## config.mk

```make
export PLATFORM = sky130hd
export DESIGN_NAME = phase_sequencer_flat
export DESIGN_NICKNAME = d
export VERILOG_FILES = /design/src/rtl/phase_sequencer_if.sv /design/src/rtl/phase_sequencer.sv /design/src/flat_wrapper.sv
export SDC_FILE = /design/constraint.sdc
export NUM_CORES = 1
export LEC_CHECK = 0
export ABC_AREA = 1
export ABC_CLOCK_PERIOD_IN_PS = 4500
export CORE_AREA = 2 2 157 159
export CTS_CLUSTER_SIZE = 16
export DETAILED_ROUTE_END_ITERATION = 8
export DIE_AREA = 0 0 159 161
export GPL_TIMING_DRIVEN = 0
export PLACE_DENSITY_LB_ADDON = 0.1
export SLEW_MARGIN = 10
export SYNTH_ARGS = -nofsm -noshare
export SYNTH_HDL_FRONTEND = slang
export SYNTH_SLANG_ARGS = --single-unit
```

## constraint.sdc

```tcl
create_clock -name clk -period 4.5 [get_ports clk]
set_clock_uncertainty 0.2 [all_clocks]
set_input_delay 0.45 -clock clk [delete_from_list [all_inputs] [get_ports clk]]
set_output_delay 0.45 -clock clk [all_outputs]
set_load 0.01 [all_outputs]
```

## src/rtl/phase_sequencer_if.sv

```systemverilog
// phase_sequencer_if: parser/solver/assembler handshakes, shared line FIFO port and board descriptor.
interface phase_sequencer_if #(
  parameter int MAX_ROWS        = 11,
  parameter int MAX_COLS        = 11,
  parameter int MAX_NUM_OPTIONS = 84,
  parameter int LINE_W          = 16
);
  localparam int NL = MAX_ROWS + MAX_COLS;
  localparam int RW = $clog2(MAX_ROWS + 1);
  localparam int CW = $clog2(MAX_COLS + 1);
  localparam int OW = $clog2(MAX_NUM_OPTIONS + 1);
  logic              rx_valid;
  logic              parser_valid;
  logic              parse_done;
  logic              parse_write;
  logic [LINE_W-1:0] parse_line;
  logic [RW-1:0]     parse_m;
  logic [CW-1:0]     parse_n;
  logic [NL*OW-1:0]  parse_opts;
  logic              solve_write;
  logic [LINE_W-1:0] solve_line;
  logic              solve_next;
  logic              solved;
  logic              assembled;
  logic [LINE_W-1:0] fifo_din;
  logic              fifo_wr_en;
  logic              fifo_rd_en;
  logic              fifo_full;
  logic              fifo_empty;
  logic [RW-1:0]     m_out;
  logic [CW-1:0]     n_out;
  logic [NL*OW-1:0]  opts_out;
  logic              solve_start;
  logic              asm_start;
  logic [1:0]        state;
  logic [1:0]        err;
  logic [7:0]        board_count;
  modport slave (
    input  rx_valid, parse_done, parse_write, parse_line, parse_m, parse_n, parse_opts,
           solve_write, solve_line, solve_next, solved, assembled, fifo_full, fifo_empty,
    output parser_valid, fifo_din, fifo_wr_en, fifo_rd_en, m_out, n_out, opts_out,
           solve_start, asm_start, state, err, board_count
  );
  modport master (
    output rx_valid, parse_done, parse_write, parse_line, parse_m, parse_n, parse_opts,
           solve_write, solve_line, solve_next, solved, assembled, fifo_full, fifo_empty,
    input  parser_valid, fifo_din, fifo_wr_en, fifo_rd_en, m_out, n_out, opts_out,
           solve_start, asm_start, state, err, board_count
  );
endinterface

```

## src/rtl/phase_sequencer.sv

```systemverilog
// phase_sequencer: receive/solve/transmit/flush phase FSM owning the shared line FIFO, with solve watchdog and overflow recovery.
module phase_sequencer #(
  parameter int MAX_ROWS        = 11,
  parameter int MAX_COLS        = 11,
  parameter int MAX_NUM_OPTIONS = 84,
  parameter int LINE_W          = 16,
  parameter int SOLVE_TIMEOUT   = 50_000_000
) (
  input logic               clk,
  input logic               rst,
  phase_sequencer_if.slave  bus
);
  localparam int NL = MAX_ROWS + MAX_COLS;
  localparam int RW = $clog2(MAX_ROWS + 1);
  localparam int CW = $clog2(MAX_COLS + 1);
  localparam int OW = $clog2(MAX_NUM_OPTIONS + 1);
  localparam int WW = $clog2(SOLVE_TIMEOUT + 1);
  typedef enum logic [1:0] {RECEIVE = 2'd0, SOLVE = 2'd1, TRANSMIT = 2'd2, FLUSH = 2'd3} state_e;
  state_e           state_q, state_d;
  logic [1:0]       err_q, err_d;
  logic [7:0]       cnt_q, cnt_d;
  logic [RW-1:0]    m_q, m_d;
  logic [CW-1:0]    n_q, n_d;
  logic [NL*OW-1:0] opts_q, opts_d;
  logic [WW-1:0]    wd_q, wd_d;
  logic             solve_start_q, solve_start_d;
  logic             asm_start_q, asm_start_d;
  logic             wr_req, ovf, expire;
  always_ff @(posedge clk) begin
    if (rst) begin
      state_q       <= RECEIVE;
      err_q         <= '0;
      cnt_q         <= '0;
      m_q           <= '0;
      n_q           <= '0;
      opts_q        <= '0;
      wd_q          <= '0;
      solve_start_q <= 1'b0;
      asm_start_q   <= 1'b0;
    end else begin
      state_q       <= state_d;
      err_q         <= err_d;
      cnt_q         <= cnt_d;
      m_q           <= m_d;
      n_q           <= n_d;
      opts_q        <= opts_d;
      wd_q          <= wd_d;
      solve_start_q <= solve_start_d;
      asm_start_q   <= asm_start_d;
    end
  end
  // Overflow outranks every phase event; solved outranks a coincident watchdog expiry.
  always_comb begin
    state_d = state_q;
    err_d   = err_q;
    cnt_d   = cnt_q;
    m_d     = m_q;
    n_d     = n_q;
    opts_d  = opts_q;
    wd_d    = state_q == SOLVE ? wd_q + WW'(1) : '0;
    if (ovf) begin
      state_d = FLUSH;
      err_d   = err_q | 2'b10;
    end else if (state_q == RECEIVE && bus.parse_done) begin
      state_d = SOLVE;
      err_d   = '0;
      m_d     = bus.parse_m;
      n_d     = bus.parse_n;
      opts_d  = bus.parse_opts;
    end else if (state_q == SOLVE && bus.solved) begin
      state_d = TRANSMIT;
    end else if (state_q == SOLVE && expire) begin
      state_d = FLUSH;
      err_d   = err_q | 2'b01;
    end else if (state_q == TRANSMIT && bus.assembled) begin
      state_d = RECEIVE;
      cnt_d   = cnt_q + 8'd1;
    end else if (state_q == FLUSH && bus.fifo_empty) begin
      state_d = RECEIVE;
    end
    solve_start_d = state_d == SOLVE && state_q != SOLVE;
    asm_start_d   = state_d == TRANSMIT && state_q != TRANSMIT;
  end
  always_comb begin
    wr_req           = state_q == RECEIVE ? bus.parse_write : state_q == SOLVE ? bus.solve_write : 1'b0;
    ovf              = wr_req && bus.fifo_full;
    expire           = wd_q == WW'(SOLVE_TIMEOUT - 1);
    bus.parser_valid = bus.rx_valid && state_q == RECEIVE;
    bus.fifo_din     = state_q == SOLVE ? bus.solve_line : bus.parse_line;
    bus.fifo_wr_en   = wr_req && !bus.fifo_full;
    bus.fifo_rd_en   = state_q == SOLVE ? bus.solve_next : state_q == FLUSH ? !bus.fifo_empty : 1'b0;
  end
  assign bus.state       = state_q;
  assign bus.err         = err_q;
  assign bus.board_count = cnt_q;
  assign bus.m_out       = m_q;
  assign bus.n_out       = n_q;
  assign bus.opts_out    = opts_q;
  assign bus.solve_start = solve_start_q;
  assign bus.asm_start   = asm_start_q;
endmodule

```

## src/flat_wrapper.sv

```systemverilog
// flat-port wrapper written by rule: the top's interface ports become plain ports
module phase_sequencer_flat 
#(
  parameter int MAX_ROWS        = 11,
  parameter int MAX_COLS        = 11,
  parameter int MAX_NUM_OPTIONS = 84,
  parameter int LINE_W          = 16,
  parameter int SOLVE_TIMEOUT   = 50_000_000
)
  (clk, rst, bus_rx_valid, bus_parse_done, bus_parse_write, bus_parse_line, bus_parse_m, bus_parse_n, bus_parse_opts, bus_solve_write, bus_solve_line, bus_solve_next, bus_solved, bus_assembled, bus_fifo_full, bus_fifo_empty, bus_parser_valid, bus_fifo_din, bus_fifo_wr_en, bus_fifo_rd_en, bus_m_out, bus_n_out, bus_opts_out, bus_solve_start, bus_asm_start, bus_state, bus_err, bus_board_count);
  phase_sequencer_if #(.MAX_ROWS(MAX_ROWS), .MAX_COLS(MAX_COLS), .MAX_NUM_OPTIONS(MAX_NUM_OPTIONS), .LINE_W(LINE_W)) bus_i ();
  input logic clk;
  input logic rst;
  input wire logic [$bits(bus_i.rx_valid)-1:0] bus_rx_valid;
  input wire logic [$bits(bus_i.parse_done)-1:0] bus_parse_done;
  input wire logic [$bits(bus_i.parse_write)-1:0] bus_parse_write;
  input wire logic [$bits(bus_i.parse_line)-1:0] bus_parse_line;
  input wire logic [$bits(bus_i.parse_m)-1:0] bus_parse_m;
  input wire logic [$bits(bus_i.parse_n)-1:0] bus_parse_n;
  input wire logic [$bits(bus_i.parse_opts)-1:0] bus_parse_opts;
  input wire logic [$bits(bus_i.solve_write)-1:0] bus_solve_write;
  input wire logic [$bits(bus_i.solve_line)-1:0] bus_solve_line;
  input wire logic [$bits(bus_i.solve_next)-1:0] bus_solve_next;
  input wire logic [$bits(bus_i.solved)-1:0] bus_solved;
  input wire logic [$bits(bus_i.assembled)-1:0] bus_assembled;
  input wire logic [$bits(bus_i.fifo_full)-1:0] bus_fifo_full;
  input wire logic [$bits(bus_i.fifo_empty)-1:0] bus_fifo_empty;
  output wire logic [$bits(bus_i.parser_valid)-1:0] bus_parser_valid;
  output wire logic [$bits(bus_i.fifo_din)-1:0] bus_fifo_din;
  output wire logic [$bits(bus_i.fifo_wr_en)-1:0] bus_fifo_wr_en;
  output wire logic [$bits(bus_i.fifo_rd_en)-1:0] bus_fifo_rd_en;
  output wire logic [$bits(bus_i.m_out)-1:0] bus_m_out;
  output wire logic [$bits(bus_i.n_out)-1:0] bus_n_out;
  output wire logic [$bits(bus_i.opts_out)-1:0] bus_opts_out;
  output wire logic [$bits(bus_i.solve_start)-1:0] bus_solve_start;
  output wire logic [$bits(bus_i.asm_start)-1:0] bus_asm_start;
  output wire logic [$bits(bus_i.state)-1:0] bus_state;
  output wire logic [$bits(bus_i.err)-1:0] bus_err;
  output wire logic [$bits(bus_i.board_count)-1:0] bus_board_count;
  assign bus_i.rx_valid = bus_rx_valid;
  assign bus_i.parse_done = bus_parse_done;
  assign bus_i.parse_write = bus_parse_write;
  assign bus_i.parse_line = bus_parse_line;
  assign bus_i.parse_m = bus_parse_m;
  assign bus_i.parse_n = bus_parse_n;
  assign bus_i.parse_opts = bus_parse_opts;
  assign bus_i.solve_write = bus_solve_write;
  assign bus_i.solve_line = bus_solve_line;
  assign bus_i.solve_next = bus_solve_next;
  assign bus_i.solved = bus_solved;
  assign bus_i.assembled = bus_assembled;
  assign bus_i.fifo_full = bus_fifo_full;
  assign bus_i.fifo_empty = bus_fifo_empty;
  assign bus_parser_valid = bus_i.parser_valid;
  assign bus_fifo_din = bus_i.fifo_din;
  assign bus_fifo_wr_en = bus_i.fifo_wr_en;
  assign bus_fifo_rd_en = bus_i.fifo_rd_en;
  assign bus_m_out = bus_i.m_out;
  assign bus_n_out = bus_i.n_out;
  assign bus_opts_out = bus_i.opts_out;
  assign bus_solve_start = bus_i.solve_start;
  assign bus_asm_start = bus_i.asm_start;
  assign bus_state = bus_i.state;
  assign bus_err = bus_i.err;
  assign bus_board_count = bus_i.board_count;
  phase_sequencer #(.MAX_ROWS(MAX_ROWS), .MAX_COLS(MAX_COLS), .MAX_NUM_OPTIONS(MAX_NUM_OPTIONS), .LINE_W(LINE_W), .SOLVE_TIMEOUT(SOLVE_TIMEOUT)) u_core (.clk(clk), .rst(rst), .bus(bus_i));
endmodule
```

==> out/results.txt <==
Sw Share - 0.277
worst-margin pin slew - 0.771 ns
PostCTS Resize Cnt - 0
fill count - 2318
HP Class - register to register
clock network power share - 0.358
Worst R2R Path Depth - 7
Synth Net Count - 1301
cell area after placement - 12600 um2
register area - 4040 um2
Avg WL per Cell - 16.6 um
number of vias per cell - 4.79
total gr overflow - 0
Root Buffer - clkbuf_16
mapped cell area - 8200 um2
Critical Path RT - 3.85 ns
P_sw - 1.36 mW
multiplexer area fraction after synthesis - 0
NumNets Final - 1724
number of cell rows - 57
Die Wd - 159 um
IO buf count - 398
Detailed Place HPWL - 23100 um
Worst-path clk slew - 0.06 ns
crit share post-route - 0.691
Placer Congestion - 0.844
Post-CTS Setup Bufs - 0
initial antenna violation count - 1
main combinational cell family by area after synthesis - simple AND/OR/NAND/NOR gates
TritonCTS Buffers - 23
Area growth, synth to finish - 62.1%
DRT Pass-1 Iters - 4
post-synthesis cell type count - 32
Synth Flop Type - dfxtp_1
Seq/Total Area, Yosys - 0.493
Period minus WS final - 3.11 ns
commonest non-fill, non-tap cell in the layout - clkdlybuf4s50_1
maximum net fanout on the critical path - 10
Final Hold Viols - 0
Syn. warnings - 0
crit path kind - register to output port
Design Area, Final - 13300 um2
DIE HEIGHT - 161 um
Post-Synth Adder-Cell Area - 0.00305
Residual DRC - 0
initial core utilization - 0.342
clk sinks - 202
Core ar. - 24000 um2
#FFs+latches synth - 202
Max-cap violations - 0
GRT Util Overall - 0.227
Pins Over Slew Limit - 0
Final ANT Viol Nets - 0
combinational power share - 0.236
Seq pwr share - 0.406
first-pass GRT wire length - 46800 um
Worst Path Arrival - 2.46 ns
Simple-Gate Fraction of Synth Area - 0.301
number of global-route vias before repair - 8468
Fmax - 0.322 GHz
Layout Cells excl Fill - 1857
commonest non-fill, non-tap cells in the layout - 398 x clkdlybuf4s50_1, 298 x nand2_1, 202 x dfxtp_1
Synth Area in Compound Gates - 0.124
area of the multi-input gates - 3540 um2
Starting DRT DRC Count - 475
num ports - 400
CTS tree - yes
fin util - 0.555
share of cells above drive strength 1 - 0.0659
Hold Path Stages - 2
Die ar. - 25600 um2
clk_lat worst skew - 0.51 ns
ys async rst share - 0
post-synthesis xor/xnor area fraction - 0.00427
Leakage - 4.75 nW
dpl cells - 1816
Crit. End Element - output port
number of flops mapped to enable cells by yosys - 0
P per Cell Area - 369 nW/um2
H-Tree Depth - 1
Max Root-Sink Buffers - 3
Vias - 8886
Post-Route WL - 30800 um
Relative slew margins - 0.486
outcome - completed
peak supply drop - 290 uV
pin count of the biggest net entering global routing - 13
CP Launch Type - register
Synth Instances - 1094
hold buffers post-CTS - 0
Final setup viols - 0
Syn Area/Cell - 7.49 um2
RSZ-0062 raised after global routing - no
Power Internal - 3.54 mW
TNS Setup - 0 ns
## final timing paths
path / from / end / slack [ns]
worst max register to register: u_core.wd_q[8] / u_core.wd_q[11] / 2.62
worst min register to register: u_core.bus.err[0] / u_core.bus.err[0] / 0.25
worst max-delay path: u_core.bus.state[0] / bus_fifo_din[11] / 1.39
worst min-delay path: u_core.bus.err[0] / u_core.bus.err[0] / 0.25
## per-stage QoR
step	power, mW	setup slack [ns]	hold slack, ns
after floorplan	2.54	2.60	0.241
after global routing	5.12	1.20	0.268
after CTS	4.96	1.33	0.252
after global placement	3.19	1.91	0.235
after detailed placement	3.19	1.89	0.243
final	4.90	1.39	0.249
## kinds of logic after synthesis
| group | after synthesis |
|---|---|
| simple gates | 572 |
| fa+ha+maj | 2 |
| compound gates | 201 |
| xor+xnor | 4 |
| buf+inv | 113 |
| flops | 202 |
## registers in the layout, summed over array words and instances, names as in the netlist
| signal | count |
|---|---|
| u_core.bus.m_out | 4 |
| u_core.bus.opts_out | 154 |
| u_core.bus.board_count | 8 |
| u_core.wd_q | 26 |
| u_core.bus.err | 2 |
| u_core.bus.n_out | 4 |
| u_core.bus.solve_start | 1 |
| u_core.bus.state | 2 |
| u_core.bus.asm_start | 1 |
## power by group through the flow
stage | combinational [mW] | clock [mW] | sequential, mW
floorplan | 0.460 | 0 | 2.08
global placement | 1.16 | 0 | 2.02
detailed placement | 1.16 | 0 | 2.03
CTS | 1.17 | 1.80 | 1.99
global route | 1.25 | 1.87 | 2.00
finish | 1.15 | 1.76 | 1.99
## layout make-up
type                       instances  share of cell area
tap                              324              0.0305
sequential                       202               0.304
buffer                            78              0.0360
clock inverter                     4             0.00179
timing repair buffer             398               0.300
antenna                            1            0.000188
clock buffer                      36              0.0508
multi-input combinational        779               0.267
inverter                          35             0.00989
## critical path, stage by stage, from the launching register on
cell             delay (ns)
dfxtp_1                0.46
inv_1                  0.16
nor2_4                 0.24
clkbuf_1               0.34
nand2_1                0.13
nand2_1                0.08
clkdlybuf4s50_1        0.54
## cell usage after synthesis (4+ instances only)
master / instances / share of area
a21oi_1: 186 / 0.11
buf_2: 27 / 0.016
buf_4: 20 / 0.018
buf_6: 8 / 0.011
clkbuf_1: 22 / 0.010
dfxtp_1: 202 / 0.49
inv_1: 32 / 0.015
nand2_1: 298 / 0.14
nand3_1: 178 / 0.11
nand3b_1: 5 / 0.0046
nor2_1: 65 / 0.030
nor2_4: 4 / 0.0055
nor3_1: 9 / 0.0055
o21ai_0: 9 / 0.0055
## metal layers
| metal | vias to the layer above | wire length, um | GRT usage |
|---|---|---|---|
| li1 | 4470 | - | - |
| met1 | 4031 | 12900 | 0.279 |
| met2 | 333 | 14700 | 0.393 |
| met3 | 52 | 2360 | 0.0609 |
| met4 | 0 | 809 | 0.0624 |
| met5 | - | 0 | 0 |
Note: power is estimated with default switching activity, not from simulation.
